**src/rtl/dmx_pry_reg_if.sv**
```systemverilog
// dmx_pry_reg_if: handshake bundle for the priority demux register
interface dmx_pry_reg_if #(
  parameter type DAT_T = logic [8-1:0],
  parameter int  WIDTH = 32,
  parameter int  CNT_W = 16
);
  logic             in_vld;
  logic             in_rdy;
  logic [WIDTH-1:0] in_pry;
  DAT_T             in_dat;
  logic [WIDTH-1:0] out_vld;
  logic [WIDTH-1:0] out_rdy;
  DAT_T             out_dat;
  logic [CNT_W-1:0] drp_cnt;
  modport master (output in_vld, in_pry, in_dat, out_rdy,
                  input  in_rdy, out_vld, out_dat, drp_cnt);
  modport slave  (input  in_vld, in_pry, in_dat, out_rdy,
                  output in_rdy, out_vld, out_dat, drp_cnt);
endinterface

```
**src/rtl/dmx_pry_reg.sv**
```systemverilog
// dmx_pry_reg: registered priority demux routing each word to its lowest requested lane
module dmx_pry_reg #(
  parameter type DAT_T = logic [8-1:0],
  parameter int  WIDTH = 32,
  parameter int  CNT_W = 16
) (
  input logic          clk,
  input logic          rst_n,
  dmx_pry_reg_if.slave bus
);
  localparam logic [0:0] EMPTY = 1'b0;
  localparam logic [0:0] FULL  = 1'b1;
  logic [0:0]       state, state_nxt;
  logic [WIDTH-1:0] vld_q, sel;
  DAT_T             dat_q;
  logic [CNT_W-1:0] cnt_q;
  logic             drain, rdy, acc, load, drop;
  // lowest set bit of the request isolated by two's complement
  assign sel   = bus.in_pry & (-bus.in_pry);
  assign drain = |(vld_q & bus.out_rdy);
  assign rdy   = (state == EMPTY) | drain;
  assign acc   = bus.in_vld & rdy;
  assign load  = acc & (|bus.in_pry);
  assign drop  = acc & ~(|bus.in_pry);
  // load wins over drain; a drain alone empties the stage
  always_comb state_nxt = load ? FULL : drain ? EMPTY : state;
  // output stage and saturating drop counter
  always_ff @(posedge clk or negedge rst_n) begin
    if (!rst_n) begin
      state <= EMPTY;
      vld_q <= '0;
      dat_q <= '0;
      cnt_q <= '0;
    end else begin
      state <= state_nxt;
      vld_q <= load ? sel : drain ? '0 : vld_q;
      dat_q <= load ? bus.in_dat : dat_q;
      if (drop && !(&cnt_q)) cnt_q <= cnt_q + 1'b1;
    end
  end
  assign bus.in_rdy  = rdy;
  assign bus.out_vld = vld_q;
  assign bus.out_dat = dat_q;
  assign bus.drp_cnt = cnt_q;
endmodule

```
**src/flat_wrapper.sv**
```systemverilog
// flat-port wrapper written by rule: the top's interface ports become plain ports
module dmx_pry_reg_flat 
#(
  parameter type DAT_T = logic [8-1:0],
  parameter int  WIDTH = 32,
  parameter int  CNT_W = 16
)
  (clk, rst_n, bus_in_vld, bus_in_pry, bus_in_dat, bus_out_rdy, bus_in_rdy, bus_out_vld, bus_out_dat, bus_drp_cnt);
  dmx_pry_reg_if #(.DAT_T(DAT_T), .WIDTH(WIDTH), .CNT_W(CNT_W)) bus_i ();
  input logic clk;
  input logic rst_n;
  input wire logic [$bits(bus_i.in_vld)-1:0] bus_in_vld;
  input wire logic [$bits(bus_i.in_pry)-1:0] bus_in_pry;
  input wire logic [$bits(bus_i.in_dat)-1:0] bus_in_dat;
  input wire logic [$bits(bus_i.out_rdy)-1:0] bus_out_rdy;
  output wire logic [$bits(bus_i.in_rdy)-1:0] bus_in_rdy;
  output wire logic [$bits(bus_i.out_vld)-1:0] bus_out_vld;
  output wire logic [$bits(bus_i.out_dat)-1:0] bus_out_dat;
  output wire logic [$bits(bus_i.drp_cnt)-1:0] bus_drp_cnt;
  assign bus_i.in_vld = bus_in_vld;
  assign bus_i.in_pry = bus_in_pry;
  assign bus_i.in_dat = bus_in_dat;
  assign bus_i.out_rdy = bus_out_rdy;
  assign bus_in_rdy = bus_i.in_rdy;
  assign bus_out_vld = bus_i.out_vld;
  assign bus_out_dat = bus_i.out_dat;
  assign bus_drp_cnt = bus_i.drp_cnt;
  dmx_pry_reg #(.DAT_T(DAT_T), .WIDTH(WIDTH), .CNT_W(CNT_W)) u_core (.clk(clk), .rst_n(rst_n), .bus(bus_i));
endmodule
```
**config.mk**
```make
export PLATFORM = sky130hd
export DESIGN_NAME = dmx_pry_reg_flat
export DESIGN_NICKNAME = d
export VERILOG_FILES = /design/src/rtl/dmx_pry_reg_if.sv /design/src/rtl/dmx_pry_reg.sv /design/src/flat_wrapper.sv
export SDC_FILE = /design/constraint.sdc
export NUM_CORES = 1
export LEC_CHECK = 0
export ABC_AREA = 1
export CORE_AREA = 2 2 79 119
export CTS_BUF_LIST = sky130_fd_sc_hd__clkbuf_8
export CTS_CLUSTER_SIZE = 25
export DETAILED_ROUTE_END_ITERATION = 7
export DIE_AREA = 0 0 81 121
export PLACE_DENSITY = 0.84
export SLEW_MARGIN = 30
export SYNTH_ARGS = -nofsm -noshare
export SYNTH_HDL_FRONTEND = slang
export SYNTH_SLANG_ARGS = --single-unit
```
**constraint.sdc**
```tcl
create_clock -name clk -period 1.8 [get_ports clk]
set_input_delay 0.27 -clock clk [delete_from_list [all_inputs] [get_ports clk]]
set_output_delay 0.27 -clock clk [all_outputs]
set_load 0.02 [all_outputs]
```
=== Word-level counts from Yosys, hierarchy flattened ===
Index checks and enable logic that the tools add are counted.

* Add/subtract/negate cells: 2
* Muxes and demuxes: 4
* Bitwise gates (word level): 8
* Reduce and logical (&&, ||, !) cells: 6

{| class="wikitable"
|+ Operator list
! kind !! count
|-
| $and A32 B32 Y32 || 2
|-
| $mux W32 || 2
|-
| $reduce_or A32 Y1 || 2
|-
| $neg A32 Y32 || 1
|-
| $add A16 B1 Y16 const B || 1
|-
| $reduce_and A16 Y1 || 1
|-
| $and A1 B1 Y1 || 3
|-
| $mux W1 || 2
|-
| $not A1 Y1 || 2
|-
| $reduce_bool A2 Y1 || 1
|-
| $logic_and A1 B1 Y1 || 1
|-
| $logic_not A1 Y1 || 1
|-
| $or A1 B1 Y1 || 1
|}

* Register bits after elaboration: 57
* Input port bits: 75
* Output and inout bits: 57
* Logic and storage cells: 24

=== Depth between registers and ports, before layout ===
Gate-level depths: netlist of run 1.

* Depth after elaboration: 6
* Mapped depth: 12
* Gate-level depth less buffers: 11

=== Worst setup path after synthesis of run 1 ===
OpenSTA, ideal clock, no wires.

* Path type: reg2reg
* Start point: reg u_core.cnt_q[0], in the netlist u_core.bus.drp_cnt[0]
* End point: reg u_core.cnt_q[14], in the netlist u_core.bus.drp_cnt[14]
* Library setup time: 0.065 ns
* Arrival: 1.736 ns
* Data required time: 1.735 ns
* Path slack: -0.001 ns
* Stages on the path, launching flop included: 11
* Path buffers: 1
* Clock period less this slack: 1.801 ns
* Path through: dfrtp_1 > ha_1 > nand2_2 > nor3_4 > nand2_2 > nor3_4 > inv_2 > nand4_4 > buf_6 > nand2_1 > nand2_1

* Longest elaborated chain between the ends: 3
* Elaborated cells between the ends (all ways): 4
* Classes of those cells: 1 x add/sub; 3 x reduce/logical

{| class="wikitable"
|+ RTL lines
! element !! line !! source
|-
| start, declared || dmx_pry_reg.sv:16 || <nowiki>logic [CNT_W-1:0] cnt_q;</nowiki>
|-
| start signal, assigned || dmx_pry_reg.sv:38 || <nowiki>if (drop && !(&cnt_q)) cnt_q <= cnt_q + 1'b1;</nowiki>
|-
| parallel branches: the longest is 3 deep, another holds $add A16 B1 Y16 || -- ||
|}

Several ways; the timed one is not identified.
A chain may end at the register's enable or synchronous reset.

=== Final worst setup path of run 1 ===
* Start point: reg u_core.vld_q[9], in the netlist u_core.bus.out_vld[9]
* End point: reg u_core.vld_q[16], in the netlist u_core.bus.out_vld[16]

* Longest elaborated chain between the ends: 6
* Elaborated cells between the ends (all ways): 7
* Classes of those cells: 1 x mux; 4 x bitwise; 2 x reduce/logical

{| class="wikitable"
|+ RTL lines
! element !! line !! source
|-
| start, declared || dmx_pry_reg.sv:14 || <nowiki>logic [WIDTH-1:0] vld_q, sel;</nowiki>
|-
| start signal, assigned || dmx_pry_reg.sv:36 || <nowiki>vld_q <= load ? sel : drain ? '0 : vld_q;</nowiki>
|-
| $and A32 B32 Y32 * || dmx_pry_reg.sv:20 || <nowiki>assign drain = |(vld_q & bus.out_rdy);</nowiki>
|-
| $reduce_or A32 Y1 * || dmx_pry_reg.sv:20 ||
|-
| $or A1 B1 Y1 || dmx_pry_reg.sv:21 || <nowiki>assign rdy = (state == EMPTY) | drain;</nowiki>
|-
| $and A1 B1 Y1 || dmx_pry_reg.sv:22 || <nowiki>assign acc = bus.in_vld & rdy;</nowiki>
|-
| $and A1 B1 Y1 || dmx_pry_reg.sv:23 || <nowiki>assign load = acc & (|bus.in_pry);</nowiki>
|-
| $mux W32 or $reduce_bool A2 Y1 (tied branches) || -- ||
|}

Mark *: on every way between the ends. The rest lies on a longest branch, timed or not.

==> results of run 1 <==
-- per-stage QoR --
step / hold slack [ns] / power [uW] / util, % / worst slack, ns / area (um^2)
2_1_floorplan: -0.0256 / 2190 / - / 0.0138 / 3420
3_3_place_gp: 0.293 / 3000 / 64.1 / -0.326 / 5590
3_5_place_dp: 0.300 / 3030 / 64.1 / -0.346 / 5590
4_1_cts: 0.468 / 4290 / 66.6 / 0.00330 / 5810
5_1_grt: 0.489 / 5070 / 71.2 / -0.0995 / 6210
6_report: 0.468 / 4880 / 71.2 / -0.0423 / 6210
-- cells by family after synthesis --
family                   after synthesis  share of synthesized area, %
buffers and inverters                 75                          9.58
AND/OR/NAND/NOR                      302                          38.5
flip-flops                            57                          41.7
XOR/XNOR                              14                          3.58
adder cells (fa/ha/maj)                1                         0.365
AO/OA/AOI/OAI                         40                          6.32
-- worst max-delay path: cells and delay by family (launching register included) --
family,cells,cell delay (ns)
flip-flops,1,0.38
AO/OA/AOI/OAI,2,0.24
AND/OR/NAND/NOR,7,0.66
buffers and inverters,3,0.45
-- final cells by class --
cell class	count	area share, %
multi-input cells	358	29.4
flip-flops and latches	57	23.0
well taps	110	2.22
clock inverters	4	0.685
repair buffers	248	38.1
inverters	65	3.97
clock buffers	12	2.66
-- state kept, by name, indices dropped and copies added (netlist names) --
signal	flops
u_core.bus.drp_cnt	16
u_core.bus.out_dat	8
u_core.state	1
u_core.bus.out_vld	32
-- cells in the final DEF, fill, tap and decap left out, types with 4 or more instances in the layout --
master / count
buf_12: 6
buf_4: 101
buf_6: 6
clkbuf_16: 4
clkbuf_8: 12
clkdlybuf4s50_1: 124
dfrtp_1: 56
dlymetal6s2s_1: 5
inv_1: 59
inv_2: 7
nand2_1: 179
nand2_2: 16
nand3_1: 21
nand4_1: 13
nor2_1: 33
nor2_2: 11
nor2_4: 4
nor3_1: 11
o21ai_0: 15
o21ai_1: 16
o21ai_2: 8
xnor2_1: 5
xor2_1: 9
-- what timing repair did --
item                                   in CTS  in global routing
cloned                                      0                  7
buffers inserted                            0                 11
endpoints found under the hold margin      57                  0
gates resized for setup                     6                 62
pin swaps                                   0                 18
hold buffers                                1                  0
setup endpoints to repair                   8                 56
-- final timing paths --
check	slack, ns	cells past startpoint	start	to
worst max-delay path	-0.04	12	u_core.bus.out_vld[9]	u_core.bus.out_vld[16]
worst min-delay path	0.47	3	rst_n	u_core.bus.out_vld[23]
worst max register to register	-0.04	12	u_core.bus.out_vld[9]	u_core.bus.out_vld[16]
worst min register to register	0.49	2	u_core.bus.out_dat[1]	u_core.bus.out_dat[1]
max in group asynchronous	1.06	3	rst_n	u_core.bus.drp_cnt[0]
min in group clk	0.48	3	bus_in_dat[4]	u_core.bus.out_dat[4]
-- power groups by stage --
stage          logic, uW  clock network (uW)  registers, uW
6_report            2120                1270           1490
2_1_floorplan        544                   0           1640
5_1_grt             2230                1340           1500
3_3_place_gp        1500                   0           1500
4_1_cts             1520                1280           1490
3_5_place_dp        1520                   0           1510
-- layer usage --
layer,share of wire [%],vias up
met3,6.5,65
met2,54,212
met4,5.4,0
met1,34,2002
met5,0,-
li1,-,2033
==> metrics.csv, run 1 <==
stage,metric,value,unit
synth,yosysSeqAreaShare,41.7,%
floorplan,die_area,9800,um^2
synth,synth_largest_area_cell,dfrtp_1,
worst_setup_path,slowest_delay,0.38,ns
cts,path_clk_slew,0.07,ns
drt,via_per_inst,5.05,
timing,finalSetupViolations,13,
global_route,met2_usage,44.3,%
drt,vias,4312,
worst_hold_path,hp-class,in -> async,
synth,synth_nets,565,
synth,async_flop_share,100,%
layout,multi_input_area,1830,um^2
worst_setup_path,critPathCaptureType,register,
timing,max_freq,543,MHz
cts,clockBufferDepth,2,
timing,max-slew-margin-rel,60.3,%
timing,tns,-0.189,ns
global_route,antenna_found_initial,0,
floorplan,io_pins,132,
drt,drc_errors,0,
timing,drv_slew,0,
layout,diodes,0,
timing,period_share,102,%
pwr,netSwitchingFraction,33.5,%
timing,finClkSkew,0.00825,ns
worst_setup_path,start_kind,register,
timing,rsz0062_at_grt,yes,
run,maxCapViolCount,0,
synth,synthTopCellsByArea,"dfrtp_1, nand2_1, inv_1",
synth,synthTopCellsByCount,"nand2_1, inv_1, dfrtp_1",
global_route,grt.met1_usage,24.6,%
drt,detail_route.first_pass.iterations,7,
layout,fin_cells,854,
drt,routed_wl,13200,um
drt,avgRoutedWirePerCell,15.5,um
timing,finalWorstSetupSlack,-0.0423,ns
floorplan,die_height,121,um
floorplan,num_rows,42,
pwr,power_leakage,0.00314,uW
pwr,p_seq_share,30.6,%
worst_setup_path,path_max_fanout,6,
layout,drive_above_1_share,25.9,%
pwr,intPower,3250,uW
drt,ant_nets,0,
pwr,power_density,786,nW/um^2
pwr,combPwrFrac,43.4,%
worst_setup_path,cp_cell_sequence,nand2_1 > nand2_1 > nor2_1 > nand2_1 > nor2_4 > buf_6 > nand2_4 > a31oi_4 > buf_12 > clkbuf_16 > nand2_2 > o21ai_1,
global_route,grt_pass1_vias,4250,
global_route,grt_use_total,24.2,%
placement,port_buffers,131,
synth,synth_warnings,0,
synth,yosysMostFrequentCell,nand2_1,
synth,syn_avg_cell_area,7.00,um^2
synth,syn-cell-area,3420,um^2
global_route,grt.overflow.total,0,
global_route,grt_busiest_layer,met2,
synth,syn_inst,489,
cts,cts.sinks,57,
pwr,clockPowerShare,26.0,%
placement,dp.cells,819,
worst_setup_path,required,2.06,ns
global_route,grt_pass1_wl,18300,um
global_route,grt_max_degree,58,
run_status,outcome,"finished, violations left",
synth,ys_ff_latch,57,
layout,regArea,1430,um^2
floorplan,coreArea,8720,um^2
layout,fin_nets,815,
cts,cts-root-buf,clkbuf_8,
floorplan,initial_core_util,39.2,%
cts,insertion_delay,0.34,ns
synth,synth_edf_count,0,
synth,synth_top_cell_area_share,41.7,%
drt,drt_iter0_drc,315,
global_route,grt_use_met3,4.76,%
worst_setup_path,critPathKind,reg -> reg,
timing,hold_viol,0,
pwr,peakVddDrop,0.660,mV
timing,tightestPinTransition,0.594,ns
cts,cts_tree,yes,
placement,gp_congestion,0.950,
cts,numCtsBuffers,9,
synth,synthDistinctLibCells,28,
floorplan,fp.dieW,81,um
pwr,netSwitchingPower,1630,uW
timing,finalCriticalPeriod,1.84,ns
worst_setup_path,slowest_stage,dfrtp_1,
layout,area_delta_synth_final,81.4,%
worst_setup_path,arrival,2.11,ns
cts,htreeDepth,3,
placement,place_hpwl,8810,um
run_status,violations,negative setup slack,
synth,synthFlopType,dfrtp_1,
worst_setup_path,crit_path_frequent_cell,nand2_1,
layout,nFillCells,634,
Power figures use the tool's default switching activity.
==> run 2, diff against run 1 <==
--- a/config.mk
+++ b/config.mk
@@ -6,11 +6,12 @@
 export NUM_CORES = 1
 export LEC_CHECK = 0
 export ABC_AREA = 1
-export CORE_AREA = 2 2 79 119
+export CORE_AREA = 2 2 134 71
 export CTS_BUF_LIST = sky130_fd_sc_hd__clkbuf_8
 export CTS_CLUSTER_SIZE = 25
 export DETAILED_ROUTE_END_ITERATION = 7
-export DIE_AREA = 0 0 81 121
+export DIE_AREA = 0 0 136 73
+export GPL_ROUTABILITY_DRIVEN = 0
 export PLACE_DENSITY = 0.84
 export SLEW_MARGIN = 30
 export SYNTH_ARGS = -nofsm -noshare
==> metrics.csv, run 2 (synthesized netlist as in run 1, its figures left out) <==
stage,metric,value,unit,change
cts,cts_tree,yes,,unchanged
run_status,violations,negative setup slack,,unchanged
timing,finalSetupViolations,48,,was 13
layout,fin_cells,865,,was 854
drt,detail_route.first_pass.iterations,8,,was 7
drt,via_per_inst,4.94,,was 5.05
placement,place_hpwl,9470,um,was 8810 um
floorplan,fp.dieW,136,um,was 81 um
worst_hold_path,hp-class,in -> reg,,was in -> async
floorplan,die_area,9930,um^2,was 9800 um^2
placement,placed_area,5690,um^2,was 5590 um^2
timing,tightestPinTransition,0.415,ns,was 0.594 ns
run,maxCapViolCount,0,,unchanged
floorplan,coreArea,8950,um^2,was 8720 um^2
worst_setup_path,critPathKind,in -> reg,,was reg -> reg
layout,final_area,6140,um^2,was 6210 um^2
layout,multi_input_area,1760,um^2,was 1830 um^2
timing,finalWorstSetupSlack,-0.122,ns,was -0.0423 ns
placement,dp.cells,840,,was 819
layout,fin_nets,815,,unchanged
worst_hold_path,hold_end,u_core.bus.out_vld[6],,
global_route,grt_pass1_wl,19100,um,was 18300 um
drt,routed_wl,13000,um,was 13200 um
cts,insertion_delay,0.34,ns,about the same
timing,finalCriticalPeriod,1.92,ns,was 1.84 ns
worst_setup_path,critPathCaptureType,register,,unchanged
cts,cts.sinks,57,,unchanged
worst_hold_path,worstHoldPathCells,3,,
timing,drv_slew,0,,unchanged
drt,avgRoutedWirePerCell,15.0,um,was 15.5 um
worst_setup_path,r2r-start,u_core.bus.out_vld[17],,was u_core.bus.out_vld[9]
cts,numCtsBuffers,9,,unchanged
worst_setup_path,reg2reg_slack,-0.08,ns,was -0.04 ns
worst_setup_path,path_max_fanout,6,,unchanged
layout,diodes,0,,unchanged
timing,max-slew-margin-rel,72.1,%,was 60.3%
timing,rsz0062_at_grt,yes,,unchanged
global_route,grt_max_degree,58,,unchanged
worst_setup_path,reg2regPathDepth,12,,unchanged
pwr,peakVddDrop,0.632,mV,was 0.660 mV
cts,htreeDepth,3,,unchanged
global_route,antenna_found_initial,0,,unchanged
drt,drt_iter0_drc,281,,was 315
pwr,total_power,4740,uW,was 4880 uW
worst_setup_path,arrival,2.19,ns,was 2.11 ns
timing,finClkSkew,0.00900,ns,was 0.00825 ns
worst_hold_path,min-delay-start,bus_in_pry[6],,
floorplan,die_height,73,um,was 121 um
drt,vias,4272,,was 4312
pwr,power_leakage,0.00304,uW,was 0.00314 uW
cts,cts-root-buf,clkbuf_8,,unchanged
cts,path_clk_slew,0.07,ns,about the same
global_route,grt.overflow.total,0,,unchanged
layout,area_delta_synth_final,79.4,%,was 81.4%
global_route,grt_use_total,25.1,%,was 24.2%
layout,drive_above_1_share,23.8,%,was 25.9%
floorplan,io_pins,132,,unchanged
cts,clockBufferDepth,2,,unchanged
worst_setup_path,required,2.06,ns,about the same
floorplan,num_rows,25,,was 42
layout,layout_commonest_cell,nand2_1,,unchanged
timing,tns,-3.04,ns,was -0.189 ns
timing,max_freq,520,MHz,was 543 MHz
pwr,power_density,772,nW/um^2,was 786 nW/um^2
worst_setup_path,r2r-end,u_core.bus.out_vld[10],,was u_core.bus.out_vld[16]
drt,drc_errors,0,,unchanged
layout,nFillCells,708,,was 634
layout,regArea,1430,um^2,unchanged
worst_setup_path,start_kind,input port,,was register
layout,final_cell_mix,"nand2_1, clkdlybuf4s50_1, buf_4",,unchanged
run_status,outcome,"finished, violations left",,unchanged
global_route,grt_pass1_vias,4088,,was 4250
timing,period_share,107,%,was 102%
placement,dp_slack,-0.413,ns,was -0.346 ns
drt,ant_nets,0,,unchanged
floorplan,initial_core_util,38.3,%,was 39.2%
timing,hold_viol,0,,unchanged
layout,largest_reg_flops,32,,unchanged
placement,port_buffers,131,,unchanged
[run 2: per-layer routing]
| layer | GRT usage, % | wire length (um) |
|---|---|---|
| met1 | 33.4 | 5860 |
| met2 | 40.0 | 5710 |
| met3 | 6.60 | 1140 |
| met4 | 8.33 | 277 |
| met5 | 0 | 0 |
[run 2: area by class of cell]
type,instances,area share (%)
inverter,65,4.01
timing repair buffer,248,38.1
clock inverter,4,0.815
tap,121,2.46
clock buffer,12,2.69
sequential,57,23.2
multi-input combinational,358,28.7
[run 2: how the worst max path moves through the flow]
stage	startpoint	end	slack, ns
2_1_floorplan	u_core.bus.drp_cnt[1]	u_core.bus.drp_cnt[14]	0.01
3_3_place_gp	bus_out_rdy[16]	bus_in_rdy	-0.41
3_5_place_dp	bus_out_rdy[16]	bus_in_rdy	-0.41
4_1_cts	u_core.bus.out_vld[17]	bus_in_rdy	-0.02
5_1_grt	bus_in_pry[11]	u_core.bus.out_vld[10]	-0.15
6_report	bus_in_pry[11]	u_core.bus.out_vld[10]	-0.12
[run 2: through the flow]
| step | util (%) | hold slack [ns] |
|---|---|---|
| 6_report | 68.7 | 0.353 |
| 5_1_grt | 68.7 | 0.335 |
| 4_1_cts | 66.3 | 0.462 |
| 3_5_place_dp | 63.6 | 0.303 |
| 3_3_place_gp | 63.6 | 0.294 |
| 2_1_floorplan | - | -0.0256 |
[run 2: repair_timing]
action                     4_1_cts  5_1_grt
hold buffers                     1        0
setup endpoints to repair       57       58
pin swaps                        1        5
resized for setup               10       28
gates cloned                     0        5
buffers inserted                 0        3
hold endpoints to repair        57        0
[run 2: critical path, cell delays in order]
cell             delay [ns]
clkdlybuf4s50_1        0.44
nor2_1                 0.24
nand2_1                0.14
inv_1                  0.07
nand2_1                0.08
nor2_2                 0.14
nand2_4                0.14
a31oi_4                0.20
buf_12                 0.17
clkbuf_16              0.15
nand2_1                0.06
o21ai_1                0.08
[run 2: power breakdown]
group          total (uW)  leakage, uW  internal, uW  switching [uW]
Clock                1290     0.000105           750             539
Combinational        1980      0.00216          1030             948
Sequential           1480     0.000776          1410            68.0
Total                4740      0.00304          3190            1550
